[src/rtl/two_slot_break_dvr_r.sv]
// Two-entry elastic stage with fully registered data, valid and ready.
// The main register drives the output; the skid register catches the one
// word that arrives while the output is stalled. No output port depends
// combinationally on any input port.
module two_slot_break_dvr_r #(
    parameter int DATA_TYPE = 32
) (
    input  logic                 clk,
    input  logic                 rst,
    input  logic [DATA_TYPE-1:0] ins,
    input  logic                 ins_valid,
    output logic                 ins_ready,
    output logic [DATA_TYPE-1:0] outs,
    output logic                 outs_valid,
    input  logic                 outs_ready
);

    typedef enum logic [1:0] {
        EMPTY = 2'd0,
        ONE   = 2'd1,
        TWO   = 2'd2
    } state_t;

    state_t               r_state;
    state_t               w_nextState;
    logic                 r_insReady;
    logic                 r_outsValid;
    logic [DATA_TYPE-1:0] r_main;
    logic [DATA_TYPE-1:0] r_skid;

    logic w_inFire;
    logic w_outFire;
    logic w_loadMainIns;
    logic w_loadMainSkid;
    logic w_loadSkid;

    // Handshakes use only the registered ready/valid, so fire terms never
    // create a path from an input port to an output port.
    assign w_inFire  = ins_valid & r_insReady;
    assign w_outFire = r_outsValid & outs_ready;

    // Next-state and data-register load enables from current occupancy and the two handshakes.
    always_comb begin
        w_nextState    = r_state;
        w_loadMainIns  = 1'b0;
        w_loadMainSkid = 1'b0;
        w_loadSkid     = 1'b0;
        case (r_state)
            EMPTY: begin
                if (w_inFire) begin
                    w_loadMainIns = 1'b1;
                    w_nextState   = ONE;
                end
            end
            ONE: begin
                if (w_inFire && w_outFire) begin
                    w_loadMainIns = 1'b1;
                end else if (w_inFire) begin
                    w_loadSkid  = 1'b1;
                    w_nextState = TWO;
                end else if (w_outFire) begin
                    w_nextState = EMPTY;
                end
            end
            TWO: begin
                if (w_outFire) begin
                    w_loadMainSkid = 1'b1;
                    w_nextState    = ONE;
                end
            end
            default: begin
                w_nextState = EMPTY;
            end
        endcase
    end

    // State register plus ready/valid flops, which are precomputed from the next state.
    always_ff @(posedge clk) begin
        if (rst) begin
            r_state     <= EMPTY;
            r_insReady  <= 1'b1;
            r_outsValid <= 1'b0;
        end else begin
            r_state     <= w_nextState;
            r_insReady  <= (w_nextState != TWO);
            r_outsValid <= (w_nextState != EMPTY);
        end
    end

    // Data registers: main always holds the older word, skid refills main when it drains.
    always_ff @(posedge clk) begin
        if (rst) begin
            r_main <= '0;
            r_skid <= '0;
        end else begin
            if (w_loadMainIns) begin
                r_main <= ins;
            end else if (w_loadMainSkid) begin
                r_main <= r_skid;
            end
            if (w_loadSkid) begin
                r_skid <= ins;
            end
        end
    end

    assign ins_ready  = r_insReady;
    assign outs_valid = r_outsValid;
    assign outs       = r_main;

endmodule

[config.mk]
export PLATFORM = sky130hd
export DESIGN_NAME = two_slot_break_dvr_r
export DESIGN_NICKNAME = d
export VERILOG_FILES = /design/src/rtl/two_slot_break_dvr_r.sv
export SDC_FILE = /design/constraint.sdc
export NUM_CORES = 1
export LEC_CHECK = 0
export BUFFER_PORTS_ARGS = -buffer_cell sky130_fd_sc_hd__buf_2
export CAP_MARGIN = 10
export CORE_AREA = 2 2 99 101
export CTS_CLUSTER_DIAMETER = 200
export CTS_CLUSTER_SIZE = 20
export DETAILED_ROUTE_END_ITERATION = 6
export DIE_AREA = 0 0 101 103
export PLACE_DENSITY = 0.63
export SLEW_MARGIN = 30
export SYNTH_ARGS = -nofsm -noshare
export SYNTH_HDL_FRONTEND = slang
export SYNTH_SLANG_ARGS = --single-unit
export TNS_END_PERCENT = 30
[constraint.sdc]
create_clock -name clk -period 1.7 [get_ports clk]
set_input_delay 0.17 -clock clk [delete_from_list [all_inputs] [get_ports clk]]
set_output_delay 0.17 -clock clk [all_outputs]
set_load 0.02 [all_outputs]
==> After elaboration in Yosys (flattened, before gate mapping) <==
Cells that the tools add are included.
{ "totals": {"inputBits": 36, "word_cells": 29, "regBits": 68, "output_inout_bits": 34} }
{ "op_classes": {"muxes": 15, "n_eq_ne": 3, "reduce_logical": 4, "bitwise_logic": 2} }
{ "op_table": {"columns": ["operator", "n"], "rows": [
  ["$mux 32", 2],
  ["$mux 2", 5],
  ["$mux 1", 6],
  ["$pmux 2 s3", 1],
  ["$reduce_bool 2->1", 2],
  ["$and 1x1->1", 2],
  ["$eq 2x1->1 const B", 1],
  ["$eq 2x2->1 const B", 1],
  ["$logic_not 2->1", 1],
  ["$ne 2x2->1 const B", 1],
  ["$pmux 1 s2", 1],
  ["$logic_and 1x1->1", 1]
]} }

==> Logic depth before layout (Yosys ltp) <==
{ "depth": {"word_depth": 6, "ltp_mapped": 5, "depth_no_buf": 3} }

==> Least setup slack after synthesis <==
OpenSTA, ideal clock, no wires.
{ "synth_timing": {"kind": "flip-flop to flip-flop", "from": "reg r_outsValid (netlist: outs_valid)", "to": "reg r_main[1] (netlist: outs[1])", "path_stages_with_launch": 6, "path_slack_ps": 359, "period_less_slack_ps": 1341, "path_buffers": 2, "setup_ps": 89, "arrival_time_ps": 1252, "required_time_ps": 1611, "cell_sequence": "dfxtp_1 and4b_1 buf_4 buf_6 nand2_1 a311oi_2"} }
{ "synth_between": {"elab_chain_len": 5, "word_cells_on_any_way": 8, "classes_between": "5 x mux; 1 x bitwise; 2 x reduce/logical"} }
{ "synth_rtl": {"columns": ["item", "line", "source"], "rows": [
  ["start, declared", "27", "logic r_outsValid;"],
  ["start signal, assigned", "86", "r_outsValid <= (w_nextState != EMPTY);"],
  ["$and 1x1->1 *", "40", "assign w_outFire = r_outsValid & outs_ready;"],
  ["$logic_and 1x1->1", "56", "if (w_inFire && w_outFire) begin"],
  ["$mux 1", "56", null],
  ["$pmux 1 s2", "48", "case (r_state)"],
  ["$mux 32 / $reduce_bool 2->1 (equally long branches)", null, null],
  ["end signal, assigned", "97", "r_main <= ins;"],
  ["end signal, assigned", "99", "r_main <= r_skid;"],
  ["end, declared", "28", "logic [DATA_TYPE-1:0] r_main;"]
]} }
Mark *: on every way between the ends. The rest lies on a longest branch, timed or not.
A chain may end at the register's enable or synchronous reset.

==> Final worst setup path <==
{ "layout_timing": {"from": "reg r_outsValid (netlist: outs_valid)", "to": "reg r_main[3] (netlist: outs[3])"} }
The elaborated chain is that of the path after synthesis.

==> run metrics <==
average detailed-routed wire length per instance about 16 um; dominant synthesized flop cell sky130_fd_sc_hd__dfxtp_1; run status completed; drt total wl about 8300 um; number of fill cells 969; share of layout cells above drive strength 1 between 30% and 40%; cell type with the largest total area after synthesis sky130_fd_sc_hd__dfxtp_1; largest cells by area after synthesis sky130_fd_sc_hd__dfxtp_1 (44%), sky130_fd_sc_hd__a311oi_2 (15%), sky130_fd_sc_hd__nand2_1 (7.9%); sequential fraction of the synthesis area 43.87%; reported leakage power 1.358 nW; Internal Power 2.710 mW; transition at the pin with the smallest max-transition slack 0.7085 ns; setup-violating endpoint count in the final report 0; DP Area 3521 um^2; total clock sinks 68; critical path class reg -> reg; insertion delay to the later sink of the worst-skew pair 0.35 ns; share of power burned in combinational logic about a quarter; post-cts resize count 0; Avg Cell Area, Syn 8.891 um^2; share of flip-flops with an asynchronous set or reset after synthesis 0%; CTS Buffer Depth 2; number of synthesized register bits between 60 and 70; Switching Power 1.420 mW; number of DRC violations after detailed-routing iteration 0 205; post-DR vias/cell 5.408; hpwl dp 5483 um; count of buffers added by post-CTS timing repair for setup 0; switching share of power 34.38%; maximum number of pins on one net before global-route repair 55; slack of the critical path 0.2417 ns; largest clock skew in the final design 0.01104 ns; clock tree from TritonCTS yes; net count after synthesis 385; Post-Synthesis Cells 349; Die W 101 um; EDFF count, synth 0; arrival time at the worst endpoint between 1.5 and 2 ns; Post-CTS Hold Buffers 0; final net count 446; cell types with the highest counts after synthesis sky130_fd_sc_hd__dfxtp_1 (68), sky130_fd_sc_hd__nand2_1 (65), sky130_fd_sc_hd__a21oi_1 (34), sky130_fd_sc_hd__nor3_1 (33); peak clock frequency supported by timing 685.7 MHz; Rows 36; worst reg2reg setup slack 0.24 ns; Area Overhead vs Synth 19.48%; number of endpoints with negative hold slack in the final report 0; CTS Root Cell sky130_fd_sc_hd__clkbuf_8; required time of the worst setup path 1.96 ns; full die area 10400 um^2; number of antenna cells inserted 0; synth unique cells 26; cell area power density 1114 nW/um^2; count of final max-slew check failures 0; portion of the clock cycle consumed by the worst path in the final layout 85.78%; vertical die dimension 103 um; Antenna Nets Post-Route 0; number of optimization iterations in the first detailed-route pass 5; setup slack at placement ~0.27 ns; dominant cell by count in the synthesized netlist sky130_fd_sc_hd__dfxtp_1; nature of the critical path endpoint flop; power share of the sequential group 44.7%; via count of the first global-routing pass 2819; number of cells on the worst reg-to-reg path 4; clock buffer count from CTS 9; proportion of netlist area held by the largest area contributor between 40% and 50%; effective utilization at floorplan between 30% and 40%; max-capacitance violation count 0; global-route wire length before repair 13520 um; minimum period implied by the final worst setup slack 1.458 ns; sort of element at the start of the critical path flop; clock-pin slew reported for the worst setup and hold paths after clock tree synthesis 0.09 ns; setup repair after global routing missed its margin false; area of the mapped netlist 3103 um^2; gp weighted congestion 0.7455; total number of yosys warnings 0; IO Count 70; peak supply drop 0.3358 mV; headroom to the max-slew limit 52.77%; portion of total power attributed to the clock network 30.2%; vias post-DR approximately 2.9k; DRC violations left 0; final design instance area without fill 3707 um^2; final global-route overflow total 0; Hold WC Path Type in -> reg; input/output buffers 69; standard cell core area between 9000 and 10000 um^2; H-tree lvl count 3; Max Fanout on Critical Path 14; Hold Crit Depth 3; overall global routing resource usage 16.29%; final-layout setup total negative slack 0 ns; antenna violations before repair 0
==> placed cells by master (no fill, tap or decap), types with 2 or more instances in the layout <==
master / netlist / routed
sky130_fd_sc_hd__a21oi_1: 34 / 34
sky130_fd_sc_hd__clkinvlp_4: 0 / 3
sky130_fd_sc_hd__o21ai_0: 32 / 32
sky130_fd_sc_hd__nand3_1: 32 / 32
sky130_fd_sc_hd__clkbuf_8: 0 / 10
sky130_fd_sc_hd__nand2_1: 65 / 65
sky130_fd_sc_hd__a311oi_2: 32 / 32
sky130_fd_sc_hd__buf_4: 3 / 19
sky130_fd_sc_hd__buf_2: 17 / 68
sky130_fd_sc_hd__clkinv_4: 0 / 2
sky130_fd_sc_hd__dfxtp_1: 68 / 68
sky130_fd_sc_hd__nor3_1: 33 / 33
==> power groups by stage <==
| stage | Combinational, mW | Sequential, mW | Clock (mW) |
|---|---|---|---|
| floorplan | 0.601 | 2.00 | 0 |
| global placement | 1.02 | 1.88 | 0 |
| detailed placement | 1.04 | 1.88 | 0 |
| CTS | 1.04 | 1.85 | 1.28 |
| global route | 1.13 | 1.87 | 1.34 |
| finish | 1.04 | 1.85 | 1.25 |
==> per-stage QoR <==
stage          power [mW]  cells  utilization [%]  hold WS (ns)
2_1_floorplan       2.604    349                -        0.3177
3_3_place_gp        2.894    513            37.22        0.4441
3_5_place_dp        2.920    513            37.22        0.4458
4_1_cts             4.168    529            39.19       0.06747
5_1_grt             4.336    529            39.19       0.08156
6_report            4.130    529            39.19       0.07682
==> routing by layer <==
metal	GRT usage, %	part of all wire [%]	vias up
met5	0	0	-
met4	6.965	1.1	0
met3	2.712	4.2	11
met2	27.23	49	77
met1	20.88	46	1385
li1	-	-	1388
==> kinds of logic after synthesis <==
group	share of synthesized area, %
DFF	43.87
buffers and inverters	7.581
muxes	0.3226
and+or+nand+nor	20.65
AOI/OAI and AO/OA	27.58
==> worst max-delay path, cell delays in order (launching register included) <==
cell and delay (ns):
sky130_fd_sc_hd__dfxtp_1 0.47, sky130_fd_sc_hd__a21bo_2 0.34, sky130_fd_sc_hd__nand2_2 0.10, sky130_fd_sc_hd__buf_4 0.23
sky130_fd_sc_hd__a311oi_2 0.23
==> state kept, by name, indices dropped and copies added, names as in the netlist <==
| name | flops |
|---|---|
| r_skid | 32 |
| ins_ready | 1 |
| outs | 32 |
| r_state | 2 |
| outs_valid | 1 |
==> cell type report <==
class,instances,area [um^2],share of cell area (%)
flip-flops and latches,68,1361,36.72
clock inverters,6,48.80,1.316
multi-input cells,243,1514,40.84
clock buffers,10,137.6,3.712
repair buffers,88,503.0,13.57
well taps,114,142.6,3.847
==> path summary, 6_finish.rpt <==
path,endpoint,from
max,outs[3]$_SDFFE_PP0P_,outs_valid$_SDFF_PP0_
min,r_skid[8]$_SDFFE_PP0P_,ins[8]
max reg2reg,outs[3]$_SDFFE_PP0P_,outs_valid$_SDFF_PP0_
min reg2reg,r_skid[9]$_SDFFE_PP0P_,r_skid[9]$_SDFFE_PP0P_
No activity file was read; power rests on OpenSTA's default activity.
